`config.mk`:
```
export PLATFORM = sky130hd
export DESIGN_NAME = subparser_arg_sequencer
export DESIGN_NICKNAME = d
export VERILOG_FILES = /design/src/rtl/subparser_arg_sequencer_pkg.sv /design/src/rtl/subparser_reader_mux.sv /design/src/rtl/subparser_arg_sequencer.sv
export SDC_FILE = /design/constraint.sdc
export NUM_CORES = 1
export LEC_CHECK = 0
export ABC_AREA = 1
export BUFFER_PORTS_ARGS = -buffer_cell sky130_fd_sc_hd__buf_2
export CORE_ASPECT_RATIO = 0.75
export CORE_MARGIN = 2
export CORE_UTILIZATION = 30
export DETAILED_ROUTE_END_ITERATION = 8
export HOLD_SLACK_MARGIN = 0.08
export SKIP_LAST_GASP = 1
export SYNTH_ARGS = -nofsm -noshare
export SYNTH_HDL_FRONTEND = slang
export SYNTH_SLANG_ARGS = --single-unit
export TNS_END_PERCENT = 1
```
`constraint.sdc`:
```
create_clock -name clk -period 1.12 [get_ports clk]
set_input_delay 0.168 -clock clk [delete_from_list [all_inputs] [get_ports clk]]
set_output_delay 0.168 -clock clk [all_outputs]
set_load 0.01 [all_outputs]
```
`src/rtl/subparser_arg_sequencer_pkg.sv`:
```
// Shared definitions for the argument sequencer: FSM state encoding, the
// argument-count ceiling and the index-width helper.
package subparser_arg_sequencer_pkg;

    localparam int MAX_SUBPARSER_ARGS = 8;

    typedef enum logic [2:0] {
        ST_IDLE    = 3'd0,
        ST_LAUNCH  = 3'd1,
        ST_WAIT    = 3'd2,
        ST_ADVANCE = 3'd3,
        ST_FINISH  = 3'd4
    } seq_state_t;

    // Index register width; a single argument still needs one bit.
    function automatic int idx_width(input int n);
        return (n > 1) ? $clog2(n) : 1;
    endfunction

endpackage

```
`src/rtl/subparser_reader_mux.sv`:
```
// Routes the shared reader to the currently active argument subparser only;
// every other argument sees an idle reader and has its requests dropped.
module subparser_reader_mux #(
    parameter int NUM_ARGS = 4,
    parameter int IDX_W    = 2
) (
    input  logic                active,
    input  logic [IDX_W-1:0]    idx,
    input  logic [NUM_ARGS-1:0] arg_rd_trigger,
    input  logic                rd_done,
    input  logic                rd_rdy,
    input  logic                is_empty,
    output logic                rd_trigger,
    output logic [NUM_ARGS-1:0] arg_rd_done,
    output logic [NUM_ARGS-1:0] arg_rd_rdy,
    output logic [NUM_ARGS-1:0] arg_is_empty
);

    logic [NUM_ARGS-1:0] sel;

    generate
        for (genvar gi = 0; gi < NUM_ARGS; gi++) begin : g_route
            assign sel[gi]          = active && (idx == IDX_W'(gi));
            assign arg_rd_done[gi]  = sel[gi] & rd_done;
            assign arg_rd_rdy[gi]   = sel[gi] & rd_rdy;
            assign arg_is_empty[gi] = sel[gi] & is_empty;
        end
    endgenerate

    assign rd_trigger = |(sel & arg_rd_trigger);

endmodule

```
`src/rtl/subparser_arg_sequencer.sv`:
```
// Drives NUM_ARGS argument subparsers one after another, collecting their
// success/newline status and lending each the shared reader while it runs.
module subparser_arg_sequencer
    import subparser_arg_sequencer_pkg::*;
#(
    parameter int NUM_ARGS        = 4,
    parameter int STOP_ON_FAIL    = 1,
    parameter int STOP_ON_NEWLINE = 1
) (
    input  logic                clk,
    input  logic                reset,
    input  logic                trigger,
    output logic                rdy,
    output logic                done,
    output logic                success,
    output logic                newline,
    output logic [NUM_ARGS-1:0] success_mask,
    output logic [NUM_ARGS-1:0] arg_trigger,
    input  logic [NUM_ARGS-1:0] arg_done,
    input  logic [NUM_ARGS-1:0] arg_rdy,
    input  logic [NUM_ARGS-1:0] arg_rd_trigger,
    input  logic [NUM_ARGS-1:0] arg_success,
    input  logic [NUM_ARGS-1:0] arg_newline,
    output logic [NUM_ARGS-1:0] arg_rd_done,
    output logic [NUM_ARGS-1:0] arg_rd_rdy,
    output logic [NUM_ARGS-1:0] arg_is_empty,
    output logic                rd_trigger,
    input  logic                rd_done,
    input  logic                rd_rdy,
    input  logic                is_empty
);

    localparam int               IDX_W    = idx_width(NUM_ARGS);
    localparam logic [IDX_W-1:0] LAST_IDX = IDX_W'(NUM_ARGS - 1);

    seq_state_t          state_reg, state_next;
    logic [IDX_W-1:0]    idx_reg;
    logic [NUM_ARGS-1:0] mask_reg;
    logic                nl_reg;
    logic [NUM_ARGS-1:0] arg_trigger_reg;
    logic                success_reg;
    logic                newline_reg;
    logic [NUM_ARGS-1:0] success_mask_reg;

    logic launch_fire;
    logic wait_hit;
    logic stop_now;
    logic route_active;

    assign launch_fire = (state_reg == ST_LAUNCH) && arg_rdy[idx_reg];
    // A done arriving alongside our own trigger pulse cannot belong to this launch.
    assign wait_hit    = (state_reg == ST_WAIT) && arg_done[idx_reg] && !(|arg_trigger_reg);
    assign stop_now    = (idx_reg == LAST_IDX)
                      || ((STOP_ON_FAIL != 0) && !mask_reg[idx_reg])
                      || ((STOP_ON_NEWLINE != 0) && nl_reg);

    always_ff @(posedge clk) begin
        if (!reset) begin
            state_reg <= ST_IDLE;
        end else begin
            state_reg <= state_next;
        end
    end

    always_comb begin
        state_next = state_reg;
        case (state_reg)
            ST_IDLE:    if (trigger) state_next = ST_LAUNCH;
            ST_LAUNCH:  if (launch_fire) state_next = ST_WAIT;
            ST_WAIT:    if (wait_hit) state_next = ST_ADVANCE;
            ST_ADVANCE: state_next = stop_now ? ST_FINISH : ST_LAUNCH;
            ST_FINISH:  state_next = ST_IDLE;
            default:    state_next = ST_IDLE;
        endcase
    end

    always_comb begin
        rdy          = reset && (state_reg == ST_IDLE);
        done         = reset && (state_reg == ST_FINISH);
        route_active = reset && ((state_reg == ST_LAUNCH) || (state_reg == ST_WAIT));
    end

    // Working mask/flag are cleared per run; the published copies only move at finish.
    always_ff @(posedge clk) begin
        if (!reset) begin
            idx_reg          <= '0;
            mask_reg         <= '0;
            nl_reg           <= 1'b0;
            arg_trigger_reg  <= '0;
            success_reg      <= 1'b0;
            newline_reg      <= 1'b0;
            success_mask_reg <= '0;
        end else begin
            arg_trigger_reg <= launch_fire ? (NUM_ARGS'(1) << idx_reg) : '0;
            if ((state_reg == ST_IDLE) && trigger) begin
                idx_reg  <= '0;
                mask_reg <= '0;
                nl_reg   <= 1'b0;
            end
            if (wait_hit) begin
                mask_reg[idx_reg] <= arg_success[idx_reg];
                nl_reg            <= nl_reg | arg_newline[idx_reg];
            end
            if (state_reg == ST_ADVANCE) begin
                if (stop_now) begin
                    success_reg      <= &mask_reg;
                    newline_reg      <= nl_reg;
                    success_mask_reg <= mask_reg;
                end else begin
                    idx_reg <= idx_reg + IDX_W'(1);
                end
            end
        end
    end

    assign arg_trigger  = arg_trigger_reg;
    assign success      = success_reg;
    assign newline      = newline_reg;
    assign success_mask = success_mask_reg;

    subparser_reader_mux #(
        .NUM_ARGS (NUM_ARGS),
        .IDX_W    (IDX_W)
    ) u_reader_mux (
        .active         (route_active),
        .idx            (idx_reg),
        .arg_rd_trigger (arg_rd_trigger),
        .rd_done        (rd_done),
        .rd_rdy         (rd_rdy),
        .is_empty       (is_empty),
        .rd_trigger     (rd_trigger),
        .arg_rd_done    (arg_rd_done),
        .arg_rd_rdy     (arg_rd_rdy),
        .arg_is_empty   (arg_is_empty)
    );

endmodule

```
==> impl_metrics.tcl <==
set metrics [dict create \
    status "finished, violations left" \
    violations "negative setup slack" \
    cts_max_path_buffers 2 \
    cts.clk_slew.worst_paths_ns 0.08 \
    hold_viol_final 0 \
    holdCritStartpoint "arg_newline[0]" \
    holdCritPathClass "in -> reg" \
    drive_gt1_share_pct 50.55 \
    cp-start-kind "register" \
    r2r_start "state_reg[1]" \
    antenna_cells 0 \
    antenna_found_initial 0 \
    firstDrtPassIters 4 \
    synth.avg_cell_area_um2 6.455 \
    worst-path-max-fanout 6 \
    worstSetupPathType "reg -> out" \
    area_delta_synth_final_pct 64.86 \
    cts-root-buf "clkbuf_8" \
    rows 19 \
    irDropWorstVdd_v 0.0006165 \
    clock_latency_ns 0.26 \
    cp_top_family "simple AND/OR/NAND/NOR gates" \
    min_to "nl_reg" \
    ys.warnings.count 0 \
    vias 1418 \
    rsz0062_at_grt "true" \
    tritoncts "yes" \
    cp_data_arrival_time_ns 1.44 \
    ys_ff_latch 20 \
    nFillCells 370 \
    setup_viol 35 \
    r2r_slack_ns -0.45 \
    die_w_um 76.26 \
    port_buffers 50 \
    place_inst 315 \
    power_density_nw_per_um2 1428 \
    min_period_ns 1.606 \
    finish.net_count 304 \
    drt_wl_total_mm 3.307 \
    core_area_um2 3709 \
    hpwl_mm 2.651 \
    maxCapViolCount 0 \
    grt_max_degree 15 \
    die_y_um 58.20 \
    p_leak_nw 0.9995 \
    hold_depth 5 \
    grt_pass1_vias 1345 \
    clock-sinks 20 \
    gp_congestion 0.7863 \
    fin_skew_ns 0.002090 \
    start_util_pct 31.68 \
    cts_inserted_buffers 3 \
    first_iter_violations 54 \
    finalSetupTns_ns -12.05 \
    relSlewSlack_pct 80.02 \
    critPathCaptureType "primary output" \
    fmax_mhz 622.5 \
    synth_cells 182 \
    cp_num_buf_inv 2 \
    fin_crit_sh_pct 143.4 \
    reg2reg_depth 10 \
    cp.required_ns 0.95 \
    grt_overflow_total 0 \
    syn-num-nets 212 \
    stdcell_count 325 \
    crit_chain "nor2_1 > nand2_1 > nand2_2 > inv_2 > nor2_4 > nand2_2 > nor2_2 > buf_2" \
    dieArea_um2 4438 \
    crit_top_cell "nand2_2" \
    drc 0 \
    setup_slack_ns -0.4865 \
    slew_violations 0 \
    wl_per_cell_um 10.18 \
    slowest_stage "dfxtp_2" \
    synth_cell_types 23 \
    ant_nets 0 \
    track_usage_pct 16.68 \
    grt_pass1_wl_mm 5.871 \
    ioPinCount 51 \
    slowest_delay_ns 0.33 \
    vias_per_cell 4.363 \
    syn_area_um2 1175 \
    worstReg2RegEnd "arg_trigger[0]" \
    synth_seq_area_share_pct 34.08 \
    htreeDepth 1 \
    worst_slew_pin_slew_ns 0.2975 \
]
[what timing repair did]
action	CTS	global route
pin swaps	4	2
resized for setup	7	5
hold buffers	0	0
buffers inserted	6	0
setup endpoints to repair	35	35
[layout make-up]
| class | count | area, um2 | area share (%) |
|---|---|---|---|
| flip-flops and latches | 20 | 404.1 | 20.87 |
| inverters | 20 | 80.08 | 4.134 |
| clock inverters | 1 | 30.03 | 1.550 |
| clock buffers | 3 | 41.29 | 2.132 |
| repair buffers | 91 | 558.0 | 28.81 |
| multi-input cells | 138 | 758.2 | 39.15 |
| well taps | 52 | 65.06 | 3.359 |
[cells by family after synthesis]
family / count (synthesis) / share of synthesized area, %
AOI/OAI and AO/OA: 26 / 11.29
adders and majority gates: 4 / 4.260
and+or+nand+nor: 108 / 41.11
DFF: 20 / 34.08
buffers and inverters: 24 / 9.264
[layout by cell type (no fill, tap or decap), types with 6 or more instances in the layout]
cell,n
nor2_1,20
o21ai_1,6
nand3_1,12
inv_1,12
nor2_2,9
nand2_1,38
nand2_2,12
dfxtp_1,17
buf_4,41
buf_2,50
a21oi_1,13
[tightest hold or removal path, cell delays in order]
cell and delay (ns):
buf_2 0.08, nand2_1 0.04, nand3_1 0.06, a21oi_1 0.06, nor3_1 0.14
[cells in the mapped netlist]
cell type,instances,area [um2]
buf_4,1,7.510
inv_1,15,56.30
ha_1,4,50.05
nand3_2,2,20.02
o21ai_0,5,25.02
nand3_1,13,65.06
o22ai_1,2,12.51
nor2_2,2,12.51
nand4_1,2,12.51
dfxtp_1,20,400.4
clkinv_1,1,3.750
nor3_2,1,10.01
a21oi_1,13,65.06
o21ai_1,6,30.03
buf_1,1,3.750
nor2_1,32,120.1
nand2_2,9,56.30
buf_6,2,22.52
inv_2,4,15.01
nor3_1,2,10.01
nor4_1,1,6.260
nand2_1,42,157.7
and3_1,2,12.51
[worst max path at each step]
stage	from	endpoint	slack (ns)	cells after the start
2_1_floorplan	state_reg[2]	arg_is_empty[2]	-0.12	7
3_5_place_dp	state_reg[1]	arg_is_empty[2]	-0.26	8
6_report	state_reg[1]	arg_rd_rdy[3]	-0.49	8
3_3_place_gp	idx_reg[0]	idx_reg[1]	-0.23	6
5_1_grt	state_reg[1]	arg_rd_rdy[3]	-0.60	8
4_1_cts	state_reg[1]	arg_is_empty[2]	-0.54	8
[power breakdown]
| part | total [mW] | internal [mW] | switching, mW |
|---|---|---|---|
| clock | 0.725 | 0.477 | 0.248 |
| combinational | 1.21 | 0.604 | 0.608 |
| sequential | 0.829 | 0.784 | 0.0454 |
| total | 2.77 | 1.87 | 0.902 |
[routing by layer]
layer | track usage [%] | vias up | wire, um
li1 | - | 767 | -
met1 | 22.54 | 605 | 1713
met2 | 26.93 | 42 | 1359
met3 | 4.517 | 4 | 202
met4 | 3.896 | 0 | 31
met5 | 0 | - | 0
[metrics by stage]
stage          util [%]  setup slack [ns]  instance area (um2)  hold slack (ns)  total power [mW]
3_3_place_gp      48.35           -0.2346                 1793           0.4482             1.849
4_1_cts           51.86           -0.5369                 1923           0.3290             2.780
3_5_place_dp      48.35           -0.2625                 1793           0.4536             1.848
5_1_grt           52.23           -0.5952                 1937           0.3503             2.964
6_report          52.23           -0.4865                 1937           0.3209             2.767
2_1_floorplan         -           -0.1224                 1249           0.4180             1.388
Note: power is estimated with default switching activity, not from simulation.
